--- config.mk ---
export PLATFORM = sky130hd
export DESIGN_NAME = articolor_ctrl
export DESIGN_NICKNAME = d
export VERILOG_FILES = /design/src/rtl/articolor_ctrl.sv
export SDC_FILE = /design/constraint.sdc
export NUM_CORES = 1
export LEC_CHECK = 0
export ABC_AREA = 1
export BUFFER_PORTS_ARGS = -buffer_cell sky130_fd_sc_hd__buf_2
export CORE_AREA = 8 8 45 47
export DETAILED_ROUTE_END_ITERATION = 6
export DIE_AREA = 0 0 53 55
export HOLD_SLACK_MARGIN = 0.12
export PLACE_DENSITY = 0.7
export SYNTH_ARGS = -nofsm -noshare
export SYNTH_HDL_FRONTEND = slang
export SYNTH_SLANG_ARGS = --single-unit
--- constraint.sdc ---
create_clock -name clk -period 2.37 [get_ports clk]
set_clock_uncertainty 0.2 [all_clocks]
set_input_delay 0.3555 -clock clk [delete_from_list [all_inputs] [get_ports clk]]
set_output_delay 0.3555 -clock clk [all_outputs]
set_load 0.005 [all_outputs]
--- src/rtl/articolor_ctrl.sv ---
// rtl/articolor_ctrl.sv - frame-synchronous artifact colorizer control
// Optional auto detection (luma hit counter + hysteresis FSM) built when ARTICOLOR_AUTO_EN is defined.
module articolor_ctrl #(
  parameter int THRESH = 2048,
  parameter int HYST   = 4
) (
  input  logic        clk,
  input  logic        reset,
  input  logic        ce_pix,
  input  logic [1:0]  mode,
  input  logic        swap_req,
  input  logic [7:0]  r_in,
  input  logic [7:0]  g_in,
  input  logic [7:0]  b_in,
  input  logic        hbl_in,
  input  logic        vbl_in,
  input  logic        vs_in,
  output logic        enable,
  output logic        colorset,
  output logic        colorswap,
  output logic        detected,
  output logic [15:0] hits_last
);

  logic vs_prev;
  logic fb;
  logic auto_on;

  assign fb = ce_pix & vs_in & ~vs_prev;

  // Previous vsync resets high so the first cycle out of reset never looks like a frame boundary.
  always_ff @(posedge clk) begin
    if (reset) begin
      vs_prev <= 1'b1;
    end else if (ce_pix) begin
      vs_prev <= vs_in;
    end
  end

`ifdef ARTICOLOR_AUTO_EN
  localparam logic [1:0] ST_OFF  = 2'd0;
  localparam logic [1:0] ST_RISE = 2'd1;
  localparam logic [1:0] ST_ON   = 2'd2;
  localparam logic [1:0] ST_FALL = 2'd3;
  localparam logic [3:0] HYST_L  = 4'(HYST);
  localparam bit         HYST_GT1 = (HYST > 1);

  logic [9:0]  y_sum;
  logic [7:0]  y_in;
  logic [7:0]  y_d0;
  logic [7:0]  y_d1;
  logic        hit;
  logic [15:0] hit_cnt;
  logic        above;
  logic [1:0]  state;
  logic [1:0]  state_nx;
  logic [3:0]  run;
  logic [3:0]  run_nx;
  logic        detected_nx;

  assign y_sum = {2'b00, r_in} + {1'b0, g_in, 1'b0} + {2'b00, b_in};
  assign y_in  = 8'(y_sum >> 2);

  // A hit is a strict local extremum at the previous pixel, ignoring near-black noise.
  assign hit = ~hbl_in & ~vbl_in & (y_d0 >= 8'd10) &
               (((y_d0 > y_in) & (y_d0 > y_d1)) | ((y_d0 < y_in) & (y_d0 < y_d1)));

  assign above = ({1'b0, hit_cnt} >= 17'(THRESH));

  always_comb begin
    state_nx = state;
    run_nx   = run;
    case (state)
      ST_OFF: begin
        if (above) begin
          run_nx   = 4'd1;
          state_nx = HYST_GT1 ? ST_RISE : ST_ON;
        end
      end
      ST_RISE: begin
        if (above) begin
          run_nx = run + 4'd1;
          if (run + 4'd1 == HYST_L) state_nx = ST_ON;
        end else begin
          state_nx = ST_OFF;
        end
      end
      ST_ON: begin
        if (!above) begin
          run_nx   = 4'd1;
          state_nx = HYST_GT1 ? ST_FALL : ST_OFF;
        end
      end
      default: begin
        if (!above) begin
          run_nx = run + 4'd1;
          if (run + 4'd1 == HYST_L) state_nx = ST_OFF;
        end else begin
          state_nx = ST_ON;
        end
      end
    endcase
  end

  assign detected_nx = (state_nx == ST_ON) | (state_nx == ST_FALL);
  // The enable latched at a frame boundary sees the decision taken in that same boundary.
  assign auto_on     = (mode == 2'd3) & detected_nx;

  always_ff @(posedge clk) begin
    if (reset) begin
      y_d0      <= 8'd0;
      y_d1      <= 8'd0;
      hit_cnt   <= 16'd0;
      hits_last <= 16'd0;
      state     <= ST_OFF;
      run       <= 4'd0;
      detected  <= 1'b0;
    end else if (ce_pix) begin
      y_d0 <= y_in;
      y_d1 <= y_d0;
      if (fb) begin
        hits_last <= hit_cnt;
        hit_cnt   <= 16'd0;
        state     <= state_nx;
        run       <= run_nx;
        detected  <= detected_nx;
      end else if (hit && hit_cnt != 16'hFFFF) begin
        hit_cnt <= hit_cnt + 16'd1;
      end
    end
  end
`else
  logic unused_pix;

  assign unused_pix = ^{r_in, g_in, b_in, hbl_in, vbl_in, 16'(THRESH), 4'(HYST)};
  assign detected   = 1'b0;
  assign hits_last  = 16'd0;
  assign auto_on    = (mode == 2'd3);
`endif

  always_ff @(posedge clk) begin
    if (reset) begin
      enable    <= 1'b0;
      colorset  <= 1'b1;
      colorswap <= 1'b0;
    end else if (fb) begin
      enable    <= (mode == 2'd1) | (mode == 2'd2) | auto_on;
      colorset  <= (mode != 2'd2);
      colorswap <= swap_req;
    end
  end

endmodule

**Word level (Yosys, flattened, before mapping)**

Index checks and enable logic that the tools add are counted.

- $add $sub $neg: 0
- Multiply operators: 0
- Div/mod/pow operators: 0
- Order comparisons: 0
- Eq/ne operators: 4
- Shift-type cells: 0
- Multiplexer cells: 0
- Bitwise operators: 5
- Reduce and logical (&&, ||, !) cells: 0

Operator list:

| operator | number |
|---|---|
| 2-bit equality test (second input constant) | 2 |
| 1-bit AND | 2 |
| 2-bit by 1-bit equality test with 1-bit output (second input constant) | 1 |
| 2-bit inequality test (second input constant) | 1 |
| 1-bit OR | 2 |
| 1-bit NOT | 1 |

- Bits in registers: 4
- Bits in latches: 0
- Bits in writable memories: 0
- ROM bits: 0
- Input bits: 33
- Memories: 0

**Depth between registers and ports, before layout**

- Depth after elaboration: 3
- Gate-level depth with buffers: 5
- Depth with buffers taken out: 5

**Worst setup path before layout**

Ideal clock, no wire load.

- Path type: input-to-reg
- From: in mode[0]
- To: reg enable
- Library setup time: 113 ps
- Arrival time: 678 ps
- Required time: 2057 ps
- Slack: 1379 ps
- Stages on the path: 3
- Buffers on the path: 0
- Cell sequence: or2_1 nor2_1 nor2_1

- Cells in the longest elaborated chain, start to end: 3

RTL lines:

| element | line | RTL |
|---|---|---|
| from (decl) | 10 | `input logic [1:0] mode,` |
| 2-bit by 1-bit equality test with 1-bit output or 2-bit equality test (tied branches) | 147 | `enable <= (mode == 2'd1) \| (mode == 2'd2) \| auto_on;` |
| 1-bit OR | 147 |  |
| 1-bit OR * | 147 |  |
| to (signal assigned) | 147 |  |
| to (decl) | 18 | `output logic enable,` |

Every way passes the cells marked *; elsewhere a longest branch is shown, timed or not.
A chain may end at the register's enable or synchronous reset.

**Final worst setup path**

- From: reg colorset
- To: out colorset

RTL lines:

| element | line | RTL |
|---|---|---|
| from (decl) | 19 | `output logic colorset,` |
| from (signal assigned) | 148 | `colorset <= (mode != 2'd2);` |

No word-level cell between the ends.

==> impl_summary.log <==
[metrics] aggregate negative setup slack: 0 ps
[metrics] top library cells by usage in the layout, fill and taps aside: sky130_fd_sc_hd__conb_1, sky130_fd_sc_hd__buf_2, sky130_fd_sc_hd__nand2_1
[metrics] number of clock sinks: 4
[metrics] register area: roughly 80 sq um
[metrics] run status: complete, no violations
[metrics] largest vdd supply drop: 180 uV
[metrics] grt ovf: 0
[metrics] worst path cell trace: buf_2
[metrics] placeable core region: 0.00138 sq mm
[metrics] CTS H-Tree Depth: 1
[metrics] n_diodes: 0
[metrics] deepest clock path buffer count: 2
[metrics] capturing element type of the critical path: primary output
[metrics] logic depth of the worst register-to-register path: 4
[metrics] total stage count of the critical path: 1
[metrics] Critical Path RT: 1810 ps
[metrics] post-layout net count: 90
[metrics] Mapped Area: 308 sq um
[metrics] crit path kind: register to primary output
[metrics] # port buffers: 9
[metrics] pin count of the biggest net entering global routing: 6
[metrics] R2R Setup Slk: 1400 ps
[metrics] total die area: just under 0.003 sq mm
[metrics] minimum clock period after layout: 1240 ps
[metrics] Slowest-stage cell, CP: sky130_fd_sc_hd__dfxtp_1
[metrics] register bit total from synthesis: 4
[metrics] Hold Crit Class: input pin to register
[metrics] # fillers: 179
[metrics] All-Layer GR Usage: 0.0431
[metrics] unrepaired setup endpoints after global routing: no
[metrics] Buf+Inv Stages, Crit Path: 1
[metrics] clock-pin transition on the worst setup and hold timing paths: 40 ps
[metrics] cell area power density: around 550 mW/mm^2
[metrics] number of vias after detailed routing: ~230
[metrics] leading cell type in the layout, fill and taps excluded: sky130_fd_sc_hd__conb_1
[metrics] post-layout instance count excluding filler cells: 71
[metrics] effective utilization at floorplan: 0.222
[metrics] final hold violation count: 0
[metrics] number of distinct library cells after synthesis: 11
[metrics] worst reg2reg path endpoint: colorset
[metrics] area overhead of the layout relative to synthesis: 6.50%
[metrics] count of max-cap constraint violations: 0
[metrics] routability cong.: 0.693
[metrics] share of layout cells above drive strength 1: 0.255
[metrics] vias in the first global route: approximately 210
[metrics] x dimension of the die: 53 um
[metrics] 1st-pass router iterations: 2
[metrics] TritonCTS clock tree: yes
[metrics] drt via density: between 3 and 4
[metrics] drt drc: 0
[metrics] wire length of the first global-routing pass: between 700 and 800 um
[metrics] DRC violation total after the first TritonRoute iteration: 4
[metrics] r2r startpoint: vs_prev
[metrics] top cell family by delay on the critical path: flip-flops
[metrics] Mapped Cells: 44
[metrics] highest clock frequency the design can meet: 809 MHz
[metrics] Worst path max stage delay: 330 ps
[metrics] critical path peak fanout: 2
[metrics] Min Hold Slack: 150 ps
[metrics] total power after layout: between 0.15 and 0.2 mW
[metrics] Endpoint, Worst Hold: colorswap
[metrics] area taken by multi-input logic gates: 141 sq um
[metrics] Setup Viol. Count Final: 0
[metrics] # IOs: 53
[metrics] nature of the critical path startpoint: register
[metrics] placed insts: around 70
[metrics] floorplan die height: between 50 and 60 um
[metrics] number of antenna violations at the first check in global routing: 0
[metrics] register area share after synthesis: 0.260
[metrics] count of cells along the worst hold path: 3
[metrics] Row Count: 14
[metrics] Routed Antenna Nets: 0
[metrics] startpoint of the lowest-slack hold path: swap_req
[metrics] cells resized by post-CTS repair: 0
[metrics] number of buffers added for setup after CTS: 0
[metrics] count of yosys warnings during synthesis: 0
[metrics] clock latency on the worst-skew pair: around 230 ps
[metrics] total leakage power: between 0.2 and 0.25 nW
[metrics] average footprint of a synthesized cell: 7.00 sq um
[metrics] total wire length after detailed routing: 653 um
[metrics] clock tree root driver cell: sky130_fd_sc_hd__clkbuf_4
[metrics] post-DP HPWL: 550 um
[metrics] share of the cycle needed by the critical path after routing: 0.522
[metrics] number of CTS-inserted buffers: 3
[metrics] Slew Viols, Final: 0
[metrics] Post-CTS Hold Fix Bufs: 0
[metrics] routed len/inst: 9.20 um
[metrics] endpoint arrival time on the critical path: 680 ps
[layer usage]
layer / up-vias / GRT usage / routed length, um
li1: 118 / - / -
met1: 98 / 0.0242 / 178
met2: 15 / 0.0664 / 328
met3: 2 / 0.0615 / 138
met4: 0 / 0.0259 / 8
met5: - / 0 / 0
[cell families (layout without fill, tap and decap cells)]
kind of cell / Yosys count / in the layout / synth area share
other cells: 1 / 17 / 0.0122
simple gates: 16 / 16 / 0.228
buf+inv: 22 / 17 / 0.476
compound gates: 1 / 1 / 0.0244
flops: 4 / 4 / 0.260
[sequential cells by signal, indices dropped and copies added (netlist names)]
name	cells
vs_prev	1
enable	1
colorset	1
colorswap	1
[synthesized netlist by cell type]
cell type | n | area share
sky130_fd_sc_hd__buf_4 | 17 | 0.41
sky130_fd_sc_hd__conb_1 | 1 | 0.012
sky130_fd_sc_hd__dfxtp_1 | 4 | 0.26
sky130_fd_sc_hd__inv_1 | 4 | 0.049
sky130_fd_sc_hd__inv_2 | 1 | 0.012
sky130_fd_sc_hd__nand2_1 | 8 | 0.098
sky130_fd_sc_hd__nand3_1 | 1 | 0.016
sky130_fd_sc_hd__nand3_2 | 1 | 0.033
sky130_fd_sc_hd__nor2_1 | 5 | 0.061
sky130_fd_sc_hd__o211ai_1 | 1 | 0.024
sky130_fd_sc_hd__or2_1 | 1 | 0.020
[worst max-delay path by stage]
stage | to | slack [ps] | start
after floorplan | enable | 1380 | mode[0]
after global placement | enable | 1260 | mode[0]
after detailed placement | enable | 1260 | mode[0]
after CTS | colorset | 1120 | colorset
after global routing | colorset | 1100 | colorset
final | colorset | 1130 | colorset
[report_power, final]
part / internal (mW) / switching [mW] / leakage (nW) / total (mW)
registers: 0.0708 / 0.00140 / 0.0328 / 0.0722
clock network: 0.0567 / 0.0286 / 0.0138 / 0.0852
logic: 0.00838 / 0.0160 / 0.155 / 0.0244
[cell type report]
class	instances	area share
sequential	4	0.244
clock buffer	3	0.0687
multi-input combinational	34	0.431
inverter	5	0.0573
tap	16	0.0611
timing repair buffer	9	0.137
[worst register-to-register path: cells and delay by family, from the launching register on]
family / cells / cell delay (ps)
and+or+nand+nor: 3 / 270
buffers and inverters: 1 / 80
DFF: 1 / 300
[stage by stage]
| stage | cell area, sq um | setup slack [ps] | utilization |
|---|---|---|---|
| floorplan | 368 | 1380 | - |
| global placement | 305 | 1260 | 0.221 |
| detailed placement | 305 | 1260 | 0.221 |
| CTS | 328 | 1120 | 0.237 |
| global route | 328 | 1100 | 0.237 |
| finish | 328 | 1130 | 0.237 |
Power figures use the tool's default switching activity.
